## config.mk

```make
export PLATFORM = sky130hd
export DESIGN_NAME = instr_prefetch_queue
export DESIGN_NICKNAME = d
export VERILOG_FILES = /design/src/rtl/cpu_fetch_pkg.sv /design/src/rtl/fetch_fifo.sv /design/src/rtl/instr_prefetch_queue.sv
export SDC_FILE = /design/constraint.sdc
export NUM_CORES = 1
export LEC_CHECK = 0
export ABC_AREA = 0
export CORE_MARGIN = 2
export CORE_UTILIZATION = 25
export DETAILED_ROUTE_END_ITERATION = 8
export DONT_BUFFER_PORTS = 1
export GPL_TIMING_DRIVEN = 0
export SETUP_SLACK_MARGIN = 0.02
export SYNTH_ARGS = -nofsm -noshare
export SYNTH_HDL_FRONTEND = slang
export SYNTH_SLANG_ARGS = --single-unit
```

## constraint.sdc

```tcl
create_clock -name clock -period 3.6 [get_ports clock]
set_input_delay 0.72 -clock clock [delete_from_list [all_inputs] [get_ports clock]]
set_output_delay 0.72 -clock clock [all_outputs]
set_load 0.02 [all_outputs]
```

## src/rtl/cpu_fetch_pkg.sv

```systemverilog
// Shared fetch-stage types: FSM states, queue entry layout, word size.
package cpu_fetch_pkg;

   typedef enum logic [1:0] {
      S_FETCH,
      S_FULL,
      S_FLUSH
   } fetch_state_t;

   typedef struct packed {
      logic [31:0] instr;
      logic [63:0] pc;
   } fetch_entry_t;

   localparam int INSTR_BYTES = 4;

endpackage

```

## src/rtl/fetch_fifo.sv

```systemverilog
// DEPTH-entry FIFO of fetched words with their PCs.
// Clear wins over push and pop in the same cycle.
module fetch_fifo
   import cpu_fetch_pkg::*;
#(
   parameter int DEPTH = 4,
   localparam int AW = $clog2(DEPTH),
   localparam int OW = AW + 1
) (
   input  logic         clock,
   input  logic         reset,
   input  logic         push,
   input  fetch_entry_t push_entry,
   input  logic         pop,
   input  logic         clear,
   output fetch_entry_t head,
   output logic [OW-1:0] occupancy
);

   fetch_entry_t   store [DEPTH];
   logic [AW-1:0]  wr_ptr;
   logic [AW-1:0]  rd_ptr;

   always_ff @(posedge clock or negedge reset) begin
      if (!reset) begin
         wr_ptr    <= '0;
         rd_ptr    <= '0;
         occupancy <= '0;
      end else if (clear) begin
         wr_ptr    <= '0;
         rd_ptr    <= '0;
         occupancy <= '0;
      end else begin
         if (push) wr_ptr <= wr_ptr + 1'b1;
         if (pop)  rd_ptr <= rd_ptr + 1'b1;
         occupancy <= occupancy + OW'(push) - OW'(pop);
      end
   end

   always_ff @(posedge clock) begin
      if (push && !clear) store[wr_ptr] <= push_entry;
   end

   assign head = store[rd_ptr];

endmodule

```

## src/rtl/instr_prefetch_queue.sv

```systemverilog
// Sequential instruction prefetcher with credit-limited issue and redirect flush.
// Optional combinational bypass of the inflight word: PREFETCH_BYPASS_EN.
module instr_prefetch_queue
   import cpu_fetch_pkg::*;
#(
   parameter int          DEPTH    = 4,
   parameter logic [63:0] RESET_PC = 64'd0,
   localparam int         OW       = $clog2(DEPTH) + 1
) (
   input  logic          clock,
   input  logic          reset,
   output logic [31:0]   mem_raddress,
   input  logic [31:0]   mem_rdata,
   input  logic          redirect,
   input  logic [63:0]   redirect_pc,
   output logic          instr_valid,
   input  logic          instr_ready,
   output logic [31:0]   instr_data,
   output logic [63:0]   instr_pc,
   output logic [OW-1:0] occupancy,
   output logic          misalign_err
);

   localparam int          SW      = OW + 1;
   localparam logic [SW-1:0] DEPTH_C = SW'(DEPTH);

   fetch_state_t  state;
   logic [63:0]   fetch_pc;
   logic [63:0]   inflight_pc;
   logic          inflight;
   fetch_entry_t  head;
   fetch_entry_t  last_q;
   fetch_entry_t  cap_entry;
   logic [OW-1:0] fifo_occ;
   logic [SW-1:0] credit_sum;
   logic [SW-1:0] next_sum;
   logic          fifo_nempty;
   logic          issue;
   logic          kill;
   logic          bypass;
   logic          push;
   logic          pop;

   fetch_fifo #(.DEPTH(DEPTH)) u_fifo (
      .clock      (clock),
      .reset      (reset),
      .push       (push),
      .push_entry (cap_entry),
      .pop        (pop),
      .clear      (redirect),
      .head       (head),
      .occupancy  (fifo_occ)
   );

   always_comb begin
      fifo_nempty = fifo_occ != '0;
      kill        = redirect || (state == S_FLUSH);
      // Inflight word holds a slot already, so capture never overflows.
      credit_sum  = {1'b0, fifo_occ} + SW'(inflight);
      issue       = (state == S_FETCH) && (credit_sum < DEPTH_C) && !redirect;
`ifdef PREFETCH_BYPASS_EN
      bypass      = inflight && !kill && !fifo_nempty && instr_ready;
`else
      bypass      = 1'b0;
`endif
      push        = inflight && !kill && !bypass;
      pop         = fifo_nempty && instr_ready && !redirect;
      next_sum    = {1'b0, fifo_occ} + SW'(push) - SW'(pop) + SW'(issue);
      cap_entry   = '{instr: mem_rdata, pc: inflight_pc};
   end

   always_comb begin
      instr_valid = fifo_nempty || bypass;
      if (fifo_nempty) begin
         instr_data = head.instr;
         instr_pc   = head.pc;
      end else if (bypass) begin
         instr_data = mem_rdata;
         instr_pc   = inflight_pc;
      end else begin
         instr_data = last_q.instr;
         instr_pc   = last_q.pc;
      end
      occupancy    = fifo_occ;
      mem_raddress = fetch_pc[31:0];
   end

   always_ff @(posedge clock or negedge reset) begin
      if (!reset) begin
         state        <= S_FETCH;
         fetch_pc     <= RESET_PC;
         inflight     <= 1'b0;
         inflight_pc  <= '0;
         last_q       <= '0;
         misalign_err <= 1'b0;
      end else begin
         misalign_err <= redirect && (redirect_pc[1:0] != 2'b00);
         inflight     <= issue;
         if (issue) inflight_pc <= fetch_pc;
         if (redirect) begin
            fetch_pc <= {redirect_pc[63:2], 2'b00};
            state    <= S_FLUSH;
         end else begin
            if (issue) fetch_pc <= fetch_pc + 64'(INSTR_BYTES);
            if (state == S_FLUSH) state <= S_FETCH;
            else state <= (next_sum == DEPTH_C) ? S_FULL : S_FETCH;
         end
         // Remember the last consumed word so the outputs hold when empty.
         if (instr_valid && instr_ready && !redirect)
            last_q <= '{instr: instr_data, pc: instr_pc};
      end
   end

endmodule

```

==> out/results.ini, run 1 <==
[global_routing]
grt_pass1_wl_mm=103
grt_usage=0.135
grt_start_max_net_pins=232
grt_overflow_total=0
first_global_vias=15000
grt_antenna_before_repair=20

[worst_setup_path]
crit_path_start_kind=register
cp_cell_sequence=ha_1 > or3_1 > o211ai_1 > nand2_1 > nor2_4 > clkbuf_4 > fa_1 > fa_1 > nor4_1
r2r-start=u_fifo.occupancy[1]
path_max_fanout=11
critical_path.max_stage_delay_ns=0.58
end_kind=register
regToRegEndpoint=state[0]
worst_path_max_delay_cell=dfrtp_4
ff2ff_path_depth=9
path_class=reg -> reg
cp_common_cell=fa_1
ff2ff_setup_slack_ns=0.14
crit_path_end=state[0]
crit_arrival_ns=3.97
cp-startpoint=u_fifo.occupancy[1]
required_ns=4.11

[logic_synthesis]
ys.flop_type=edfxtp_1
synthSimpleGateAreaFrac=0.0975
synth_top_family_by_area=multiplexers
synthAdderAreaFrac=0.00688
postSynthCellCount=1680
synth_mux_area_frac=0.155
ys_seq_area_frac=0.680
synth_xor_area_frac=0.0122
synth.distinct_cells=48
synthTopCellsByArea=edfxtp_1 (45%), dfrtp_1 (23%), mux4_2 (8.4%)
netlist_area_um2=25100
syn_area_per_cell_um2=14.9
synth-edff-count=376
synth_area_leader_cell=edfxtp_1
synthArstFlopShare=0.381
synth_compound_area_frac=0.0239
synth_seq_cells=607
yosys.area.top_type_share=0.450
yosysWarnings=0

[detailed_routing]
first_pass_iters=6
routed_wl_mm=69.8
via_count=14400
viasPerCell=4.61
drt_iter0_markers=1207
drc_errors=0
drt.antenna.violating_nets=0
route.detailed.wl_per_inst_um=22.4

[timing]
hold_violations=231
fin_crit_sh=0.961
final-setup-viol-count=0
layout_setup_ws_ns=0.142
fin_crit_ns=3.46
fin_worst_skew_ns=0.0375
hold_ws_ns=-0.203
fmax_mhz=289
worstMarginPinSlew_ns=1.22
finalMaxSlewViolations=0
relSlewSlack=0.178
rsz0062_at_grt=yes

[layout]
filler_cell_count=9912
fin_nets=1874
syn2layout_area_growth_pct=17.3
regArea_um2=17100
multi_input_area_um2=7470
final_layout_size_suffix_gt1_frac=0.253

[die]
dieArea_um2=103000
die_y_um=321
core-area_um2=99900
start_util=0.251
rows=116
die_x_um=321
io_pins=233

[place]
place.gp.congestion=0.834
place_ws_ns=-1.61
io_buffer_count=0
hpwl_mm=48.9

[pwr]
p_clk_frac=0.324
cellPowerDensity_nw_per_um2=762
pwr-share-comb=0.254
vdd_drop_max_mv=0.371
power_leakage_uw=0.0105
intPower_uw=14900
p_sw_uw=7540
total_power_uw=22500
power_frac_seq=0.422
swShare=0.336

[clock_tree]
htreeDepth=3
cts.reportedPaths.clkPinSlew_ns=0.06
cts_tree=yes
clock-sinks=607
cts_made_buffers=71
clk_path_buf_depth=3
clk-insertion-delay-late_ns=0.63
root_buffer=clkbuf_16

[min_path]
hold_path_class=in -> async

[flow_run]
maxCapViolCount=0

[status]
violations=negative hold slack
status=finished, violations left

kinds of logic (layout without fill, tap and decap cells):
group / count (synthesis) / in the layout
AO/OA/AOI/OAI: 102 / 102
XOR/XNOR: 35 / 35
adder cells (fa/ha/maj): 12 / 12
buffers and inverters: 128 / 265
flip-flops: 607 / 607
multiplexers: 251 / 251
other: 1 / 10
AND/OR/NAND/NOR: 544 / 544
critical path: cells and delay by family (launching register included):
kind | cells | cell delay, ns
simple gates | 4 | 1.27
fa+ha+maj | 3 | 0.92
flops | 1 | 0.58
buf+inv | 1 | 0.37
compound gates | 1 | 0.21
per-layer routing:
metal  routed length [um]  global-route usage  vias to the layer above  part of all wire
met2                32900               0.219                      436              0.47
met5                  117                   0                        -            0.0017
met3                 7100              0.0509                      114              0.10
li1                     -                   -                     6418                 -
met1                28400               0.169                     7424              0.41
met4                 1390              0.0355                       18             0.020
state kept, by name, indices dropped and copies added, names as in the netlist:
signal / count
fetch_pc: 62
inflight: 1
inflight_pc: 62
last_q: 96
misalign_err: 1
state: 2
u_fifo.occupancy: 3
u_fifo.rd_ptr: 2
u_fifo.store: 376
u_fifo.wr_ptr: 2
worst min path at each step:
stage,from,to,slack [ns],cells past startpoint
2_1_floorplan,reset,fetch_pc[10],0.42,0
3_3_place_gp,reset,last_q[77],0.44,0
3_5_place_dp,reset,last_q[77],0.44,0
4_1_cts,reset,last_q[78],-0.24,0
5_1_grt,reset,last_q[0],-0.24,0
6_report,reset,last_q[78],-0.20,0
synth_stat cells, types with 10 or more instances:
library cell and instances:
dfrtp_1 231, edfxtp_1 376, nor2_1 49, nor4_1 22, mux2_2 156, buf_4 32
o21ai_0 52, and3_1 12, buf_2 14, nand2_1 344, xnor2_1 23, inv_1 10
mux4_2 94, clkbuf_1 63, xor2_1 12, or3_1 24, nand4_1 25, a31oi_1 30
o31ai_1 10, nand3_1 27
what timing repair did:
item,CTS,global route
pin swaps,1,1
setup buffers,1,2
setup endpoints to repair,155,23
resized for setup,46,14
hold endpoints to repair,231,231
cell type report:
cell class / count / share of cell area
flip-flops and latches: 607 / 0.580
multi-input cells: 946 / 0.254
clock buffers: 93 / 0.0676
well taps: 1298 / 0.0551
plain buffers: 115 / 0.0227
clock inverters: 36 / 0.0131
repair buffers: 9 / 0.00540
inverters: 12 / 0.00153
diodes: 8 / 0.000680
power by group through the flow:
stage,Sequential [uW],Clock (uW),Combinational [uW]
finish,9470,7280,5700
floorplan,9230,0,4330
CTS,9480,7500,5910
detailed placement,9590,0,5850
global placement,9490,0,5710
global route,9620,7760,6270
per-stage QoR:
stage | setup TNS, ns | hold WS, ns | std cells | instance area (um2) | utilization
global route | -0.0264 | -0.240 | 3116 | 29400 | 0.295
floorplan | 0 | 0.424 | 1681 | 25100 | -
CTS | -0.169 | -0.244 | 3114 | 29400 | 0.294
global placement | -457.99 | 0.436 | 2979 | 26700 | 0.268
finish | 0 | -0.203 | 3124 | 29500 | 0.295
detailed placement | -30.56 | 0.438 | 2985 | 26900 | 0.269
placed cells by master (no fill, tap or decap), drive strengths merged, types with 17 or more instances in the layout:
cell	count
or3	25
dfrtp	231
o21ai	52
nor2	49
clkinv	22
nand2	344
mux4	94
inv	17
clkbuf	155
xnor2	23
buf	58
nand4	26
mux2	156
a31oi	30
nand3	27
nor4	23
edfxtp	376
No activity file was read; power rests on OpenSTA's default activity.
==> inputs of run 2 (changes only) <==
CORE_ASPECT_RATIO = 0.75   (was not set)
==> run 2 against run 1 <==
The flow still finishes with violations (negative hold slack). Combinational power grew 0.9%. Critical path depth shrank 4. Register-to-register slack better by 0.03 ns. Setup slack worse by 0.0060 ns. Power is 1.0% lower. Core utilization is 0.15 points higher. Die area about the same. Sequential cell count is the same. Sequential share of layout area unchanged. Fmax down 0.17%. Largest cell class unchanged.
==> out/results.ini, run 2 (synthesized netlist as in run 1, its figures left out) <==
[status]
status=finished, violations left
violations=negative hold slack

[layout]
final-instance-count-excl-fill=3148
reg.largest.list=u_fifo.store: 376 flops, last_q: 96 flops
syn2layout_area_growth_pct=17.3
most-common-layout-cells=edfxtp_1 (376), nand2_1 (343), dfrtp_1 (227), mux2_2 (156), mux4_2 (94)
fin_nets=1874
regMostFlops=u_fifo.store
layout_commonest_cell=edfxtp_1
final_layout_size_suffix_gt1_frac=0.250
largest_reg_flops=376
multi_input_area_um2=7480
regArea_um2=17100
filler_cell_count=9863

[worst_setup_path]
end_kind=primary output
crit_arrival_ns=2.74
required_ns=2.88
regToRegEndpoint=state[0]
cp-startpoint=u_fifo.rd_ptr[1]
ff2ff_setup_slack_ns=0.17
path_max_fanout=10
crit_path_start_kind=register
ff2ff_path_depth=14
crit_path_end=instr_pc[46]
r2r-start=u_fifo.occupancy[2]
path_class=reg -> out

[die]
rows=100
core-area_um2=99300
io_pins=233
start_util=0.253
die_x_um=370
die_y_um=278
dieArea_um2=103000

[timing]
hold_violations=231
fin_crit_sh=0.962
relSlewSlack=0.243
hold_ws_ns=-0.193
fin_worst_skew_ns=0.0227
fin_crit_ns=3.46
worstMarginPinSlew_ns=1.12
rsz0062_at_grt=yes
fmax_mhz=289
final-setup-viol-count=0
finalMaxSlewViolations=0

[detailed_routing]
first_pass_iters=5
drt.antenna.violating_nets=0
drt_iter0_markers=1353
viasPerCell=4.71
route.detailed.wl_per_inst_um=22.7
routed_wl_mm=71.4
drc_errors=0
via_count=14800

[place]
placed_cells=3016
place.gp.congestion=0.849
hpwl_mm=49.2
io_buffer_count=0

[global_routing]
grt_pass1_wl_mm=104
grt_overflow_total=0
grt_start_max_net_pins=232
grt_antenna_before_repair=32
grt_usage=0.137
first_global_vias=15000

[flow_run]
maxCapViolCount=0

[clock_tree]
clk_path_buf_depth=3
cts.reportedPaths.clkPinSlew_ns=0.06
cts_made_buffers=67
clock-sinks=607
htreeDepth=3
root_buffer=clkbuf_16
cts_tree=yes
clk-insertion-delay-late_ns=0.62

[min_path]
hold_path_class=in -> async

[pwr]
vdd_drop_max_mv=0.307
power_leakage_uw=0.0105
cellPowerDensity_nw_per_um2=755
total_power_uw=22200

[run 2: how the worst min path moves through the flow]
stage	endpoint	slack [ns]	startpoint
after floorplan	fetch_pc[10]	0.42	reset
after global placement	last_q[86]	0.44	reset
after detailed placement	last_q[81]	0.44	reset
after CTS	last_q[73]	-0.24	reset
after global routing	last_q[88]	-0.24	reset
final	last_q[81]	-0.19	reset
[run 2: layer usage]
metal | routed length, um | vias to the layer above | GRT usage | part of all wire
li1 | - | 6415 | - | -
met1 | 29900 | 7604 | 0.183 | 0.42
met2 | 31000 | 592 | 0.198 | 0.43
met3 | 8510 | 158 | 0.0641 | 0.12
met4 | 1760 | 44 | 0.0399 | 0.025
met5 | 276 | - | 0 | 0.0039
[run 2: repair_timing]
action,CTS,global route
endpoints found under the hold margin,231,231
gates cloned,0,0
setup endpoints to repair,256,42
gates resized for setup,41,16
pin swaps,2,2
buffers inserted,3,2
[run 2: final cells by class]
type | count | area share
Multi-Input combinational cell | 946 | 0.254
Buffer | 114 | 0.0221
Clock inverter | 34 | 0.0134
Antenna cell | 5 | 0.000425
Timing Repair Buffer | 14 | 0.00913
Sequential cell | 607 | 0.580
Tap cell | 1326 | 0.0563
Inverter | 12 | 0.00161
Clock buffer | 90 | 0.0630
[run 2: per-stage QoR]
stage / util / TNS (ns) / hold WS, ns / setup WS [ns] / area [um2]
after floorplan: - / 0 / 0.424 / 0.361 / 25100
after global placement: 0.270 / -827.75 / 0.436 / -4.46 / 26800
after detailed placement: 0.272 / -66.62 / 0.436 / -1.76 / 27000
after CTS: 0.296 / -0.185 / -0.239 / -0.0514 / 29400
after global routing: 0.296 / 0 / -0.236 / 0.0225 / 29400
final: 0.296 / 0 / -0.193 / 0.136 / 29500
[run 2: worst max-delay path, stage by stage, from the launching register on]
cell      delay [ns]
dfrtp_1         0.61
clkbuf_4        0.37
buf_2           0.40
mux4_2          0.37
nand2_1         0.15
nand2_1         0.21
[run 2: where the power goes]
group          total, uW  switching [uW]  internal [uW]
Combinational       5750            3810           1940
Sequential          9470             842           8630
Clock               7010            2960           4060
